==> config.mk <==
export PLATFORM = sky130hd
export DESIGN_NAME = wb_addr_decoder_flat
export DESIGN_NICKNAME = d
export VERILOG_FILES = /design/src/rtl/platform_pkg.sv /design/src/rtl/wb_addr_decoder_if.sv /design/src/rtl/wb_addr_match.sv /design/src/rtl/wb_addr_decoder.sv /design/src/flat_wrapper.sv
export SDC_FILE = /design/constraint.sdc
export NUM_CORES = 1
export LEC_CHECK = 0
export ABC_AREA = 0
export CORE_UTILIZATION = 40
export DETAILED_ROUTE_END_ITERATION = 10
export DONT_BUFFER_PORTS = 1
export PLACE_DENSITY_LB_ADDON = 0.08
export SYNTH_ARGS = -nofsm -noshare
export SYNTH_HDL_FRONTEND = slang
export SYNTH_HIERARCHICAL = 1
export SYNTH_SLANG_ARGS = --single-unit
export TNS_END_PERCENT = 30
==> constraint.sdc <==
create_clock -name clk_i -period 2.8 [get_ports clk_i]
set_clock_uncertainty 0.05 [all_clocks]
set_input_delay 0.56 -clock clk_i [delete_from_list [all_inputs] [get_ports clk_i]]
set_output_delay 0.56 -clock clk_i [all_outputs]
set_load 0.03 [all_outputs]
==> src/rtl/platform_pkg.sv <==
// Platform-wide bus definitions: decoder FSM states, default slave address map and slave indices.
package platform_pkg;

  typedef enum logic [1:0] {
    IDLE = 2'd0,
    REQ  = 2'd1,
    WAIT = 2'd2,
    RESP = 2'd3
  } wb_dec_state_e;

  localparam int unsigned SLV_DMEM       = 0;
  localparam int unsigned SLV_MTIMER     = 1;
  localparam int unsigned SLV_LED_DRIVER = 2;
  localparam int unsigned SLV_RESERVED   = 3;

  // Index 0 in the low ADDR_W bits: {reserved, LED, mtimer, DMEM}
  localparam logic [4*32-1:0] SLAVE_BASE_DEFAULT = {
    32'hA000_0000, 32'h9000_1000, 32'h9000_0000, 32'h8000_0000
  };
  localparam logic [4*32-1:0] SLAVE_MASK_DEFAULT = {
    32'hFFFF_0000, 32'hFFFF_FF00, 32'hFFFF_FF00, 32'hFFFF_0000
  };

  // Index width that stays legal for a single-slave build
  function automatic int unsigned idx_width(input int unsigned n);
    return (n > 1) ? 32'($clog2(n)) : 32'd1;
  endfunction

endpackage

==> src/rtl/wb_addr_decoder_if.sv <==
// Wishbone decoder boundary: core-facing request/response plus per-slave strobes and responses.
interface wb_addr_decoder_if #(
  parameter int unsigned NUM_SLAVES = 4,
  parameter int unsigned ADDR_W     = 32,
  parameter int unsigned DATA_W     = 32
);
  localparam int unsigned SEL_W = DATA_W / 8;

  logic                         m_cyc_i;
  logic                         m_stb_i;
  logic                         m_we_i;
  logic [ADDR_W-1:0]            m_adr_i;
  logic [DATA_W-1:0]            m_dat_i;
  logic [SEL_W-1:0]             m_sel_i;
  logic [DATA_W-1:0]            m_dat_o;
  logic                         m_ack_o;
  logic                         m_err_o;
  logic                         m_stall_o;

  logic [NUM_SLAVES-1:0]        s_cyc_o;
  logic [NUM_SLAVES-1:0]        s_stb_o;
  logic                         s_we_o;
  logic [ADDR_W-1:0]            s_adr_o;
  logic [DATA_W-1:0]            s_dat_o;
  logic [SEL_W-1:0]             s_sel_o;
  logic [NUM_SLAVES*DATA_W-1:0] s_dat_i;
  logic [NUM_SLAVES-1:0]        s_ack_i;
  logic [NUM_SLAVES-1:0]        s_err_i;
  logic [NUM_SLAVES-1:0]        s_stall_i;

  // Decoder view: slave to the core, master to the peripherals
  modport slave (
    input  m_cyc_i, m_stb_i, m_we_i, m_adr_i, m_dat_i, m_sel_i,
    output m_dat_o, m_ack_o, m_err_o, m_stall_o,
    output s_cyc_o, s_stb_o, s_we_o, s_adr_o, s_dat_o, s_sel_o,
    input  s_dat_i, s_ack_i, s_err_i, s_stall_i
  );

  // Environment view: the core plus the peripherals around the decoder
  modport master (
    output m_cyc_i, m_stb_i, m_we_i, m_adr_i, m_dat_i, m_sel_i,
    input  m_dat_o, m_ack_o, m_err_o, m_stall_o,
    input  s_cyc_o, s_stb_o, s_we_o, s_adr_o, s_dat_o, s_sel_o,
    output s_dat_i, s_ack_i, s_err_i, s_stall_i
  );

endinterface

==> src/rtl/wb_addr_match.sv <==
// Combinational NUM_SLAVES-way base/mask match; the lowest matching index wins.
module wb_addr_match #(
  parameter int unsigned NUM_SLAVES = 4,
  parameter int unsigned ADDR_W     = 32,
  parameter int unsigned IDX_W      = 2
) (
  input  logic [ADDR_W-1:0]            adr,
  input  logic [NUM_SLAVES*ADDR_W-1:0] base,
  input  logic [NUM_SLAVES*ADDR_W-1:0] mask,
  output logic                         hit_c,
  output logic [IDX_W-1:0]             idx_c
);

  // Scan from the top so the lowest hit is the one left standing
  always_comb begin
    hit_c = 1'b0;
    idx_c = '0;
    for (int k = int'(NUM_SLAVES) - 1; k >= 0; k--) begin
      if ((adr & mask[k*ADDR_W +: ADDR_W]) == base[k*ADDR_W +: ADDR_W]) begin
        hit_c = 1'b1;
        idx_c = IDX_W'(k);
      end
    end
  end

endmodule

==> src/rtl/wb_addr_decoder.sv <==
// 1-to-N pipelined Wishbone decoder with single outstanding transaction and error on unmapped access.
// Define WB_DECODER_TIMEOUT_EN to add the bus-timeout watchdog.
module wb_addr_decoder
  import platform_pkg::*;
#(
  parameter int unsigned                  NUM_SLAVES     = 4,
  parameter int unsigned                  ADDR_W         = 32,
  parameter int unsigned                  DATA_W         = 32,
  parameter logic [NUM_SLAVES*ADDR_W-1:0] SLAVE_BASE     = SLAVE_BASE_DEFAULT,
  parameter logic [NUM_SLAVES*ADDR_W-1:0] SLAVE_MASK     = SLAVE_MASK_DEFAULT,
  parameter int unsigned                  TIMEOUT_CYCLES = 255
) (
  input logic              clk_i,
  input logic              rstn_i,
  wb_addr_decoder_if.slave bus
);

  localparam int unsigned SEL_W = DATA_W / 8;
  localparam int unsigned IDX_W = idx_width(NUM_SLAVES);

  if (NUM_SLAVES < 1 || NUM_SLAVES > 16) begin : g_bad_num_slaves
    $error("wb_addr_decoder: NUM_SLAVES must be 1..16");
  end
  if (TIMEOUT_CYCLES < 1 || TIMEOUT_CYCLES > 65535) begin : g_bad_timeout
    $error("wb_addr_decoder: TIMEOUT_CYCLES must be 1..65535");
  end

  wb_dec_state_e state_q, state_d;

  logic                  req_c;
  logic                  hit_c;
  logic [IDX_W-1:0]      hit_idx_c;
  logic [IDX_W-1:0]      tgt_idx_c;
  logic                  sel_stall_c;
  logic                  sel_ack_c;
  logic                  sel_err_c;
  logic [DATA_W-1:0]     sel_rdat_c;
  logic                  timeout_c;

  logic [IDX_W-1:0]      idx_q;
  logic [ADDR_W-1:0]     adr_q;
  logic                  we_q;
  logic [SEL_W-1:0]      sel_q;
  logic [DATA_W-1:0]     wdat_q;

  logic [NUM_SLAVES-1:0] cyc_d, cyc_q;
  logic [NUM_SLAVES-1:0] stb_d, stb_q;
  logic                  ack_d, ack_q;
  logic                  err_d, err_q;
  logic                  stall_d, stall_q;
  logic [DATA_W-1:0]     rdat_d, rdat_q;

  wb_addr_match #(
    .NUM_SLAVES (NUM_SLAVES),
    .ADDR_W     (ADDR_W),
    .IDX_W      (IDX_W)
  ) u_match (
    .adr   (bus.m_adr_i),
    .base  (SLAVE_BASE),
    .mask  (SLAVE_MASK),
    .hit_c (hit_c),
    .idx_c (hit_idx_c)
  );

  assign req_c       = bus.m_cyc_i & bus.m_stb_i;
  assign tgt_idx_c   = (state_q == IDLE) ? hit_idx_c : idx_q;
  assign sel_stall_c = bus.s_stall_i[idx_q];
  assign sel_ack_c   = bus.s_ack_i[idx_q];
  assign sel_err_c   = bus.s_err_i[idx_q];
  assign sel_rdat_c  = bus.s_dat_i[DATA_W*32'(idx_q) +: DATA_W];

`ifdef WB_DECODER_TIMEOUT_EN
  logic [15:0] tmo_cnt_q;

  // Watchdog restarts with every new slave access
  always_ff @(posedge clk_i or negedge rstn_i) begin
    if (!rstn_i) begin
      tmo_cnt_q <= '0;
    end else if (state_q == IDLE && state_d == REQ) begin
      tmo_cnt_q <= '0;
    end else if (state_q == REQ || state_q == WAIT) begin
      tmo_cnt_q <= tmo_cnt_q + 16'd1;
    end
  end

  assign timeout_c = (state_q == REQ || state_q == WAIT) && (tmo_cnt_q == 16'(TIMEOUT_CYCLES));
`else
  assign timeout_c = 1'b0;
`endif

  always_ff @(posedge clk_i or negedge rstn_i) begin
    if (!rstn_i) state_q <= IDLE;
    else         state_q <= state_d;
  end

  // Master abort beats everything; a real slave response beats the watchdog
  always_comb begin
    state_d = state_q;
    case (state_q)
      IDLE: if (req_c) state_d = hit_c ? REQ : RESP;
      REQ: begin
        if (!bus.m_cyc_i)      state_d = IDLE;
        else if (timeout_c)    state_d = RESP;
        else if (!sel_stall_c) state_d = WAIT;
      end
      WAIT: begin
        if (!bus.m_cyc_i)                                 state_d = IDLE;
        else if (sel_ack_c || sel_err_c || timeout_c)     state_d = RESP;
      end
      RESP:    state_d = IDLE;
      default: state_d = IDLE;
    endcase
  end

  // Next values of the registered outputs, keyed on the state being entered
  always_comb begin
    cyc_d   = '0;
    stb_d   = '0;
    ack_d   = 1'b0;
    err_d   = 1'b0;
    rdat_d  = rdat_q;
    stall_d = (state_d != IDLE);
    case (state_d)
      REQ: begin
        cyc_d = NUM_SLAVES'(1) << tgt_idx_c;
        stb_d = NUM_SLAVES'(1) << tgt_idx_c;
      end
      WAIT: cyc_d = NUM_SLAVES'(1) << idx_q;
      RESP: begin
        if (state_q == WAIT && (sel_ack_c || sel_err_c)) begin
          err_d  = sel_err_c;
          ack_d  = ~sel_err_c;
          rdat_d = (sel_err_c || we_q) ? '0 : sel_rdat_c;
        end else begin
          err_d  = 1'b1;
          rdat_d = '0;
        end
      end
      default: ;
    endcase
  end

  always_ff @(posedge clk_i or negedge rstn_i) begin
    if (!rstn_i) begin
      cyc_q   <= '0;
      stb_q   <= '0;
      ack_q   <= 1'b0;
      err_q   <= 1'b0;
      stall_q <= 1'b0;
      rdat_q  <= '0;
      idx_q   <= '0;
      adr_q   <= '0;
      we_q    <= 1'b0;
      sel_q   <= '0;
      wdat_q  <= '0;
    end else begin
      cyc_q   <= cyc_d;
      stb_q   <= stb_d;
      ack_q   <= ack_d;
      err_q   <= err_d;
      stall_q <= stall_d;
      rdat_q  <= rdat_d;
      // Request fields are frozen for the whole slave access
      if (state_q == IDLE && req_c && hit_c) begin
        idx_q  <= hit_idx_c;
        adr_q  <= bus.m_adr_i;
        we_q   <= bus.m_we_i;
        sel_q  <= bus.m_sel_i;
        wdat_q <= bus.m_dat_i;
      end
    end
  end

  assign bus.m_dat_o   = rdat_q;
  assign bus.m_ack_o   = ack_q;
  assign bus.m_err_o   = err_q;
  assign bus.m_stall_o = stall_q;
  assign bus.s_cyc_o   = cyc_q;
  assign bus.s_stb_o   = stb_q;
  assign bus.s_we_o    = we_q;
  assign bus.s_adr_o   = adr_q;
  assign bus.s_dat_o   = wdat_q;
  assign bus.s_sel_o   = sel_q;

endmodule
==> src/flat_wrapper.sv <==
// flat-port wrapper written by rule: the top's interface ports become plain ports
module wb_addr_decoder_flat import platform_pkg::*;
#(
  parameter int unsigned                  NUM_SLAVES     = 4,
  parameter int unsigned                  ADDR_W         = 32,
  parameter int unsigned                  DATA_W         = 32,
  parameter logic [NUM_SLAVES*ADDR_W-1:0] SLAVE_BASE     = SLAVE_BASE_DEFAULT,
  parameter logic [NUM_SLAVES*ADDR_W-1:0] SLAVE_MASK     = SLAVE_MASK_DEFAULT,
  parameter int unsigned                  TIMEOUT_CYCLES = 255
)
  (clk_i, rstn_i, bus_m_cyc_i, bus_m_stb_i, bus_m_we_i, bus_m_adr_i, bus_m_dat_i, bus_m_sel_i, bus_m_dat_o, bus_m_ack_o, bus_m_err_o, bus_m_stall_o, bus_s_cyc_o, bus_s_stb_o, bus_s_we_o, bus_s_adr_o, bus_s_dat_o, bus_s_sel_o, bus_s_dat_i, bus_s_ack_i, bus_s_err_i, bus_s_stall_i);
  wb_addr_decoder_if #(.NUM_SLAVES(NUM_SLAVES), .ADDR_W(ADDR_W), .DATA_W(DATA_W)) bus_i ();
  input logic clk_i;
  input logic rstn_i;
  input wire logic [$bits(bus_i.m_cyc_i)-1:0] bus_m_cyc_i;
  input wire logic [$bits(bus_i.m_stb_i)-1:0] bus_m_stb_i;
  input wire logic [$bits(bus_i.m_we_i)-1:0] bus_m_we_i;
  input wire logic [$bits(bus_i.m_adr_i)-1:0] bus_m_adr_i;
  input wire logic [$bits(bus_i.m_dat_i)-1:0] bus_m_dat_i;
  input wire logic [$bits(bus_i.m_sel_i)-1:0] bus_m_sel_i;
  output wire logic [$bits(bus_i.m_dat_o)-1:0] bus_m_dat_o;
  output wire logic [$bits(bus_i.m_ack_o)-1:0] bus_m_ack_o;
  output wire logic [$bits(bus_i.m_err_o)-1:0] bus_m_err_o;
  output wire logic [$bits(bus_i.m_stall_o)-1:0] bus_m_stall_o;
  output wire logic [$bits(bus_i.s_cyc_o)-1:0] bus_s_cyc_o;
  output wire logic [$bits(bus_i.s_stb_o)-1:0] bus_s_stb_o;
  output wire logic [$bits(bus_i.s_we_o)-1:0] bus_s_we_o;
  output wire logic [$bits(bus_i.s_adr_o)-1:0] bus_s_adr_o;
  output wire logic [$bits(bus_i.s_dat_o)-1:0] bus_s_dat_o;
  output wire logic [$bits(bus_i.s_sel_o)-1:0] bus_s_sel_o;
  input wire logic [$bits(bus_i.s_dat_i)-1:0] bus_s_dat_i;
  input wire logic [$bits(bus_i.s_ack_i)-1:0] bus_s_ack_i;
  input wire logic [$bits(bus_i.s_err_i)-1:0] bus_s_err_i;
  input wire logic [$bits(bus_i.s_stall_i)-1:0] bus_s_stall_i;
  assign bus_i.m_cyc_i = bus_m_cyc_i;
  assign bus_i.m_stb_i = bus_m_stb_i;
  assign bus_i.m_we_i = bus_m_we_i;
  assign bus_i.m_adr_i = bus_m_adr_i;
  assign bus_i.m_dat_i = bus_m_dat_i;
  assign bus_i.m_sel_i = bus_m_sel_i;
  assign bus_m_dat_o = bus_i.m_dat_o;
  assign bus_m_ack_o = bus_i.m_ack_o;
  assign bus_m_err_o = bus_i.m_err_o;
  assign bus_m_stall_o = bus_i.m_stall_o;
  assign bus_s_cyc_o = bus_i.s_cyc_o;
  assign bus_s_stb_o = bus_i.s_stb_o;
  assign bus_s_we_o = bus_i.s_we_o;
  assign bus_s_adr_o = bus_i.s_adr_o;
  assign bus_s_dat_o = bus_i.s_dat_o;
  assign bus_s_sel_o = bus_i.s_sel_o;
  assign bus_i.s_dat_i = bus_s_dat_i;
  assign bus_i.s_ack_i = bus_s_ack_i;
  assign bus_i.s_err_i = bus_s_err_i;
  assign bus_i.s_stall_i = bus_s_stall_i;
  wb_addr_decoder #(.NUM_SLAVES(NUM_SLAVES), .ADDR_W(ADDR_W), .DATA_W(DATA_W), .SLAVE_BASE(SLAVE_BASE), .SLAVE_MASK(SLAVE_MASK), .TIMEOUT_CYCLES(TIMEOUT_CYCLES)) u_core (.clk_i(clk_i), .rstn_i(rstn_i), .bus(bus_i));
endmodule
==> results of run 1 <==
## logic make-up after synthesis
group                    count (synthesis)  synth area share, %
other                                    2               0.0958
buffers and inverters                   36                 3.24
adder cells (fa/ha/maj)                  4                0.638
AND/OR/NAND/NOR                        182                 15.7
multiplexers                           107                 21.0
flip-flops                             116                 37.0
AO/OA/AOI/OAI                          236                 22.3
## layout make-up
type                    instances  share of cell area, %
multi-input cells            1041                   61.6
inverters                       5                  0.219
clock buffers                  17                   3.92
repair buffers                 28                   2.56
diodes                          7                  0.161
well taps                     260                   3.00
clock inverters                15                   1.79
flip-flops and latches        116                   26.7
## flip-flops by register name, summed over array words and instances (netlist names)
signal	cells
u_core/bus.m_dat_o	32
u_core/bus.s_adr_o	32
u_core/bus.s_dat_o	32
u_core/bus.s_cyc_o	4
u_core/bus.s_sel_o	4
u_core/bus.s_stb_o	4
u_core/idx_q	2
u_core/state_q	2
u_core/bus.m_ack_o	1
u_core/bus.m_err_o	1
u_core/bus.m_stall_o	1
u_core/bus.s_we_o	1
## repair_timing
| action | 4_1_cts | 5_1_grt |
|---|---|---|
| endpoints found under the setup margin | 27 | 37 |
| cloned | 0 | 0 |
| endpoints found under the hold margin | 116 | 116 |
| resized for setup | 3 | 4 |
| setup buffers | 0 | 3 |
| pin swaps | 2 | 7 |
## layer usage
metal | up-vias | track usage [%] | share of wire (%)
met4 | 0 | 8.94 | 2.6
met5 | - | 0 | 0
met2 | 216 | 35.1 | 49
met1 | 3002 | 26.3 | 42
met3 | 22 | 6.09 | 6.1
li1 | 3341 | - | -
## Yosys cell counts (2+ instances only)
master / instances
ha_1: 4
a211oi_1: 29
mux4_2: 17
nand4_1: 16
buf_6: 14
dfrtp_1: 116
inv_1: 4
mux4_1: 17
nor2b_4: 2
mux2_2: 59
buf_2: 11
nor2_1: 7
a21o_2: 4
a21o_1: 28
and3_2: 3
a21boi_0: 32
and3b_1: 32
o22a_1: 32
nand3b_1: 5
a21oi_1: 68
nand3_1: 32
nand2_1: 2
nor3b_1: 4
mux2i_1: 2
conb_1: 2
a211oi_2: 3
nor4_1: 2
o311ai_1: 2
nor2b_1: 3
clkbuf_1: 6
mux2_1: 12
and3_1: 63
a32o_1: 32
## report_power, final
group	switching, mW	total, mW	internal (mW)
sequential	0.102	1.81	1.71
combinational	0.226	0.462	0.236
clock	0.902	2.33	1.43
total	1.23	4.60	3.37
## path summary, 6_finish.rpt
path                                       start                endpoint  slack, ps  depth (start not counted)
max                              bus_m_adr_i[22]  u_core/bus.m_dat_o[29]         60                         15
min                                       rstn_i  u_core/bus.s_dat_o[16]       -220                          0
max reg2reg                      u_core/idx_q[0]  u_core/bus.m_dat_o[29]        120                          8
min reg2reg                u_core/bus.s_adr_o[4]   u_core/bus.s_adr_o[4]        660                          1
max in group asynchronous                 rstn_i   u_core/bus.s_adr_o[1]       2740                          0
min in group clk_i                bus_m_adr_i[3]   u_core/bus.s_adr_o[3]        220                          1
## worst max-delay path, cell delays in order
cell and delay, ps:
a21o_1 140, a211oi_2 220, nand4_1 180, or4_4 510, nor2b_4 140, nand2_1 70, inv_2 40, a21oi_2 140
nor2_2 50, o21a_1 190, ha_2 190, clkinv_4 50, nor4b_4 60, buf_4 190, a32o_1 230
==> impl_metrics.env, run 1 <==
export IMPL_slew_viol_final=0
export IMPL_fin_nets=1426
export IMPL_failed_checks="negative hold slack"
export IMPL_synth_edff_count=0
export IMPL_hp_class="primary input to async pin"
export IMPL_grt_max_degree=117
export IMPL_yosys_area_top_type="dfrtp_1"
export IMPL_slew_headroom_pct=55.5
export IMPL_syn_avg_cell_area_um2=11.5
export IMPL_htreeDepth=4
export IMPL_chipWidth_um=142
export IMPL_hold_violations=116
export IMPL_setup_slack_ps=61.6
export IMPL_tns_ps=0
export IMPL_gp_congestion=0.909
export IMPL_ys_seq_area_share_pct=37.0
export IMPL_netlist_instances=683
export IMPL_wire_per_inst_um=14.4
export IMPL_timing_final_crit_share_pct=97.8
export IMPL_fill_cells=1712
export IMPL_status="finished, violations left"
export IMPL_worst_pin_slew_ps=667
export IMPL_port_buffers=0
export IMPL_synthArstFlopShare_pct=100
export IMPL_timing_hold_ws_ps=-217
export IMPL_ys_seq_elements=116
export IMPL_grt_use_total_pct=21.4
export IMPL_cap_violations=0
export IMPL_power_density_mw_per_mm2=424
export IMPL_rsz0062_at_grt="true"
export IMPL_synthTopCellsByArea="dfrtp_1 37%, mux2_2 8.5%, mux4_1 5.7%"
export IMPL_first_global_vias=6008
export IMPL_areaGrowthSynthToFinish_pct=38.6
export IMPL_cts_reportedPaths_clkPinSlew_ps=60
export IMPL_rows=50
export IMPL_drc_errors=0
export IMPL_postLayoutCoreUtil_pct=57.3
export IMPL_critPathRequiredTime_ps=3050
export IMPL_grt_overflow=0
export IMPL_multi_input_area_mm2=0.00669
export IMPL_cts_sinks=116
export IMPL_grt_first_pass_wirelength_um=32200
export IMPL_die_h_um=142
export IMPL_vias=6581
export IMPL_cts_tree="yes"
export IMPL_routed_wl_um=21400
export IMPL_synth_top_flop_cell="dfrtp_1"
export IMPL_cts_buffer_depth=2
export IMPL_max_freq_ghz=0.365
export IMPL_start_util_pct=41.4
export IMPL_viasPerCell=4.42
export IMPL_place_inst=1447
export IMPL_synth_top_area_share_pct=37.0
export IMPL_hpwl_um=16700
export IMPL_cp_end_kind="register"
export IMPL_worstPathMaxFanout=9
export IMPL_drive_gt1_share_pct=14.6
export IMPL_yosysWarningCount=6
export IMPL_antenna_found_initial=6
export IMPL_dieArea_mm2=0.0202
export IMPL_drt_first_pass_iters=6
export IMPL_place_area_mm2=0.0102
export IMPL_layout_commonest_cell="conb_1"
export IMPL_seqCellArea_mm2=0.00290
export IMPL_mostFrequentLayoutCells="512 x conb_1, 115 x dfrtp_1, 66 x a21oi_1"
export IMPL_fin_cells=1489
export IMPL_io_pins=325
export IMPL_cts_buffers=17
export IMPL_drtAntennaViolNets=0
export IMPL_drtIter0Drc=211
export IMPL_ys_types=51
export IMPL_power_total_mw=4.60
export IMPL_critical_path_arrival_ps=2990
export IMPL_clk_latency_ps=420
export IMPL_vdd_ir_drop_max_v=0.000368
export IMPL_period_needed_ps=2740
export IMPL_cellLeakagePower_nw=5.84
export IMPL_setup_violations_final=0
export IMPL_finalInstanceArea_mm2=0.0109
export IMPL_critPathKind="primary input to register"
export IMPL_synthesis_area_mm2=0.00784
export IMPL_pre_cts_ws_ps=-461
export IMPL_fp_coreArea_mm2=0.0190
export IMPL_cts_root_buf="clkbuf_16"
export IMPL_crit_path_start_kind="primary input"
Power figures use the tool's default switching activity.
==> run 2, diff against run 1 <==
--- a/config.mk
+++ b/config.mk
@@ -6,10 +6,11 @@
 export NUM_CORES = 1
 export LEC_CHECK = 0
 export ABC_AREA = 0
-export CORE_UTILIZATION = 40
+export CORE_AREA = 2 2 126 128
 export DETAILED_ROUTE_END_ITERATION = 10
+export DIE_AREA = 0 0 128 130
 export DONT_BUFFER_PORTS = 1
-export PLACE_DENSITY_LB_ADDON = 0.08
+export PLACE_DENSITY = 0.66
 export SYNTH_ARGS = -nofsm -noshare
 export SYNTH_HDL_FRONTEND = slang
 export SYNTH_HIERARCHICAL = 1
==> run 2 against run 1 <==
The flow still finishes with violations (negative hold slack); first-iteration DRC count up 47%; total power up 1.6%; die area down 17%; setup slack worse by 47 ps; wire length up 8.1%; global-route usage up 6.3 points; register-to-register slack better by 40 ps; sequential share of layout area up 0.098 points; sequential power about the same; cell count down 4.7%; core utilization up 13 points; critical path type unchanged; critical endpoint is now u_core/bus.m_dat_o[13].
==> impl_metrics.env, run 2 (synthesized netlist as in run 1, its figures left out) <==
export IMPL_htreeDepth=4
export IMPL_critPathRequiredTime_ps=3050
export IMPL_drt_first_pass_iters=4
export IMPL_viasPerCell=4.68
export IMPL_cp_end_kind="register"
export IMPL_cellLeakagePower_nw=5.86
export IMPL_r2r_setup_slack_ps=160
export IMPL_worst_pin_slew_ps=649
export IMPL_wire_per_inst_um=16.3
export IMPL_power_density_mw_per_mm2=432
export IMPL_crit_chain="a21o_1 > a211oi_2 > nand4_1 > or4_4 > nor2b_4 > nand2_2 > inv_2 > a21oi_2 > nor2_2 > o21a_1 > ha_4 > clkinv_4 > nor4b_4 > buf_4 > a32o_1"
export IMPL_grt_first_pass_wirelength_um=33900
export IMPL_cp_slowest_stage_delay_ps=560
export IMPL_cp_num_cells=15
export IMPL_grt_use_total_pct=27.7
export IMPL_critPathKind="primary input to register"
export IMPL_die_h_um=130
export IMPL_max_freq_ghz=0.359
export IMPL_vdd_ir_drop_max_v=0.000358
export IMPL_critical_path_arrival_ps=3040
export IMPL_cts_root_buf="clkbuf_16"
export IMPL_power_total_mw=4.68
export IMPL_setup_violations_final=0
export IMPL_cts_reportedPaths_clkPinSlew_ps=70
export IMPL_failed_checks="negative hold slack"
export IMPL_r2r_end="u_core/bus.m_dat_o[29]"
export IMPL_cp_top_family="simple AND/OR/NAND/NOR gates"
export IMPL_timing_final_crit_share_pct=99.5
export IMPL_timing_hold_ws_ps=-218
export IMPL_cts_tree="yes"
export IMPL_crit_path_start_kind="primary input"
export IMPL_fp_coreArea_mm2=0.0154
export IMPL_clk_latency_ps=420
export IMPL_r2r_cells=8
export IMPL_fin_nets=1428
export IMPL_gp_congestion=0.840
export IMPL_cp_slowest_cell="or4_4"
export IMPL_mostFrequentLayoutCells="512 x conb_1, 114 x dfrtp_1, 66 x a21oi_1"
export IMPL_rows=46
export IMPL_worstPathMaxFanout=9
export IMPL_cp_buffers_inverters=3
export IMPL_hp_class="primary input to async pin"
export IMPL_dieArea_mm2=0.0166
export IMPL_grt_max_degree=117
export IMPL_areaGrowthSynthToFinish_pct=38.1
export IMPL_rsz0062_at_grt="true"
export IMPL_drive_gt1_share_pct=14.9
export IMPL_slew_viol_final=0
export IMPL_crit_path_start="bus_m_adr_i[9]"
export IMPL_cts_buffers=17
export IMPL_io_pins=325
export IMPL_chipWidth_um=128
export IMPL_setup_slack_ps=14.4
export IMPL_crit_end="u_core/bus.m_dat_o[13]"
export IMPL_cap_violations=0
export IMPL_slew_headroom_pct=56.7
export IMPL_routed_wl_um=23100
export IMPL_rr_startpoint="u_core/idx_q[0]"
export IMPL_layout_commonest_cell="conb_1"
export IMPL_start_util_pct=50.8
export IMPL_period_needed_ps=2790
export IMPL_first_global_vias=6213
export IMPL_pre_cts_ws_ps=-486
export IMPL_cts_sinks=116
export IMPL_grt_overflow=0
export IMPL_vias=6636
export IMPL_hold_violations=116
export IMPL_drtIter0Drc=310
export IMPL_port_buffers=0
export IMPL_drc_errors=0
export IMPL_drtAntennaViolNets=0
export IMPL_antenna_found_initial=12
export IMPL_hpwl_um=18000
export IMPL_cts_buffer_depth=2
export IMPL_status="finished, violations left"
run 2: cell count changes in the layout (fill, tap and decap cells not counted), sizes merged:
| cell | before | now |
|---|---|---|
| nor4b | 1 | 2 |
| diode | 7 | 3 |
| clkinvlp | 2 | 0 |
| buf | 27 | 28 |
| inv | 11 | 13 |
run 2: area by class of cell:
| class | count | area [µm²] |
|---|---|---|
| Antenna cell | 3 | 7.51 |
| Clock buffer | 17 | 425 |
| Clock inverter | 15 | 210 |
| Fill cell | 1231 | 4600 |
| Inverter | 5 | 23.8 |
| Multi-Input combinational cell | 1042 | 6740 |
| Sequential cell | 116 | 2910 |
| Tap cell | 192 | 240 |
| Timing Repair Buffer | 29 | 273 |
run 2: layer usage:
metal  global-route usage [%]  vias to the layer above  wire [µm]
met5                        0                        -         30
met4                     8.99                        4        420
met3                     8.82                       29       1760
met2                     46.9                      250      11600
met1                     33.9                     3011       9320
li1                         -                     3342          -
run 2: how the worst min path moves through the flow:
stage,startpoint,end,slack [ps],cells after the start
floorplan,rstn_i,u_core/bus.m_ack_o,210,0
global placement,rstn_i,u_core/bus.s_adr_o[13],220,0
detailed placement,rstn_i,u_core/bus.s_adr_o[13],220,0
CTS,rstn_i,u_core/bus.s_adr_o[13],-240,0
global route,rstn_i,u_core/bus.s_adr_o[17],-240,0
finish,rstn_i,u_core/bus.s_adr_o[13],-220,0
run 2: what timing repair did:
| action | CTS | global route |
|---|---|---|
| pin swaps | 2 | 4 |
| resized for setup | 2 | 7 |
| buffers inserted | 0 | 2 |
| hold endpoints to repair | 116 | 116 |
| endpoints found under the setup margin | 31 | 37 |
| cloned | 1 | 1 |
run 2: power breakdown:
part           total (mW)  switching [mW]  internal, mW  leakage (nW)
registers            1.82           0.110          1.71          1.61
clock network        2.39           0.944          1.45         0.314
logic               0.465           0.226         0.239          3.94
run 2: metrics by stage:
step	instance area (µm²)	setup TNS (ps)	hold slack [ps]	util, %	instances
after floorplan	9870	-2270	214	-	1193
after global placement	10100	-38400	217	65.4	1380
after detailed placement	10100	-37320	217	65.4	1380
after CTS	10700	-32.2	-240	69.7	1413
after global routing	10800	-2270	-239	70.2	1418
final	10800	0	-218	70.2	1419
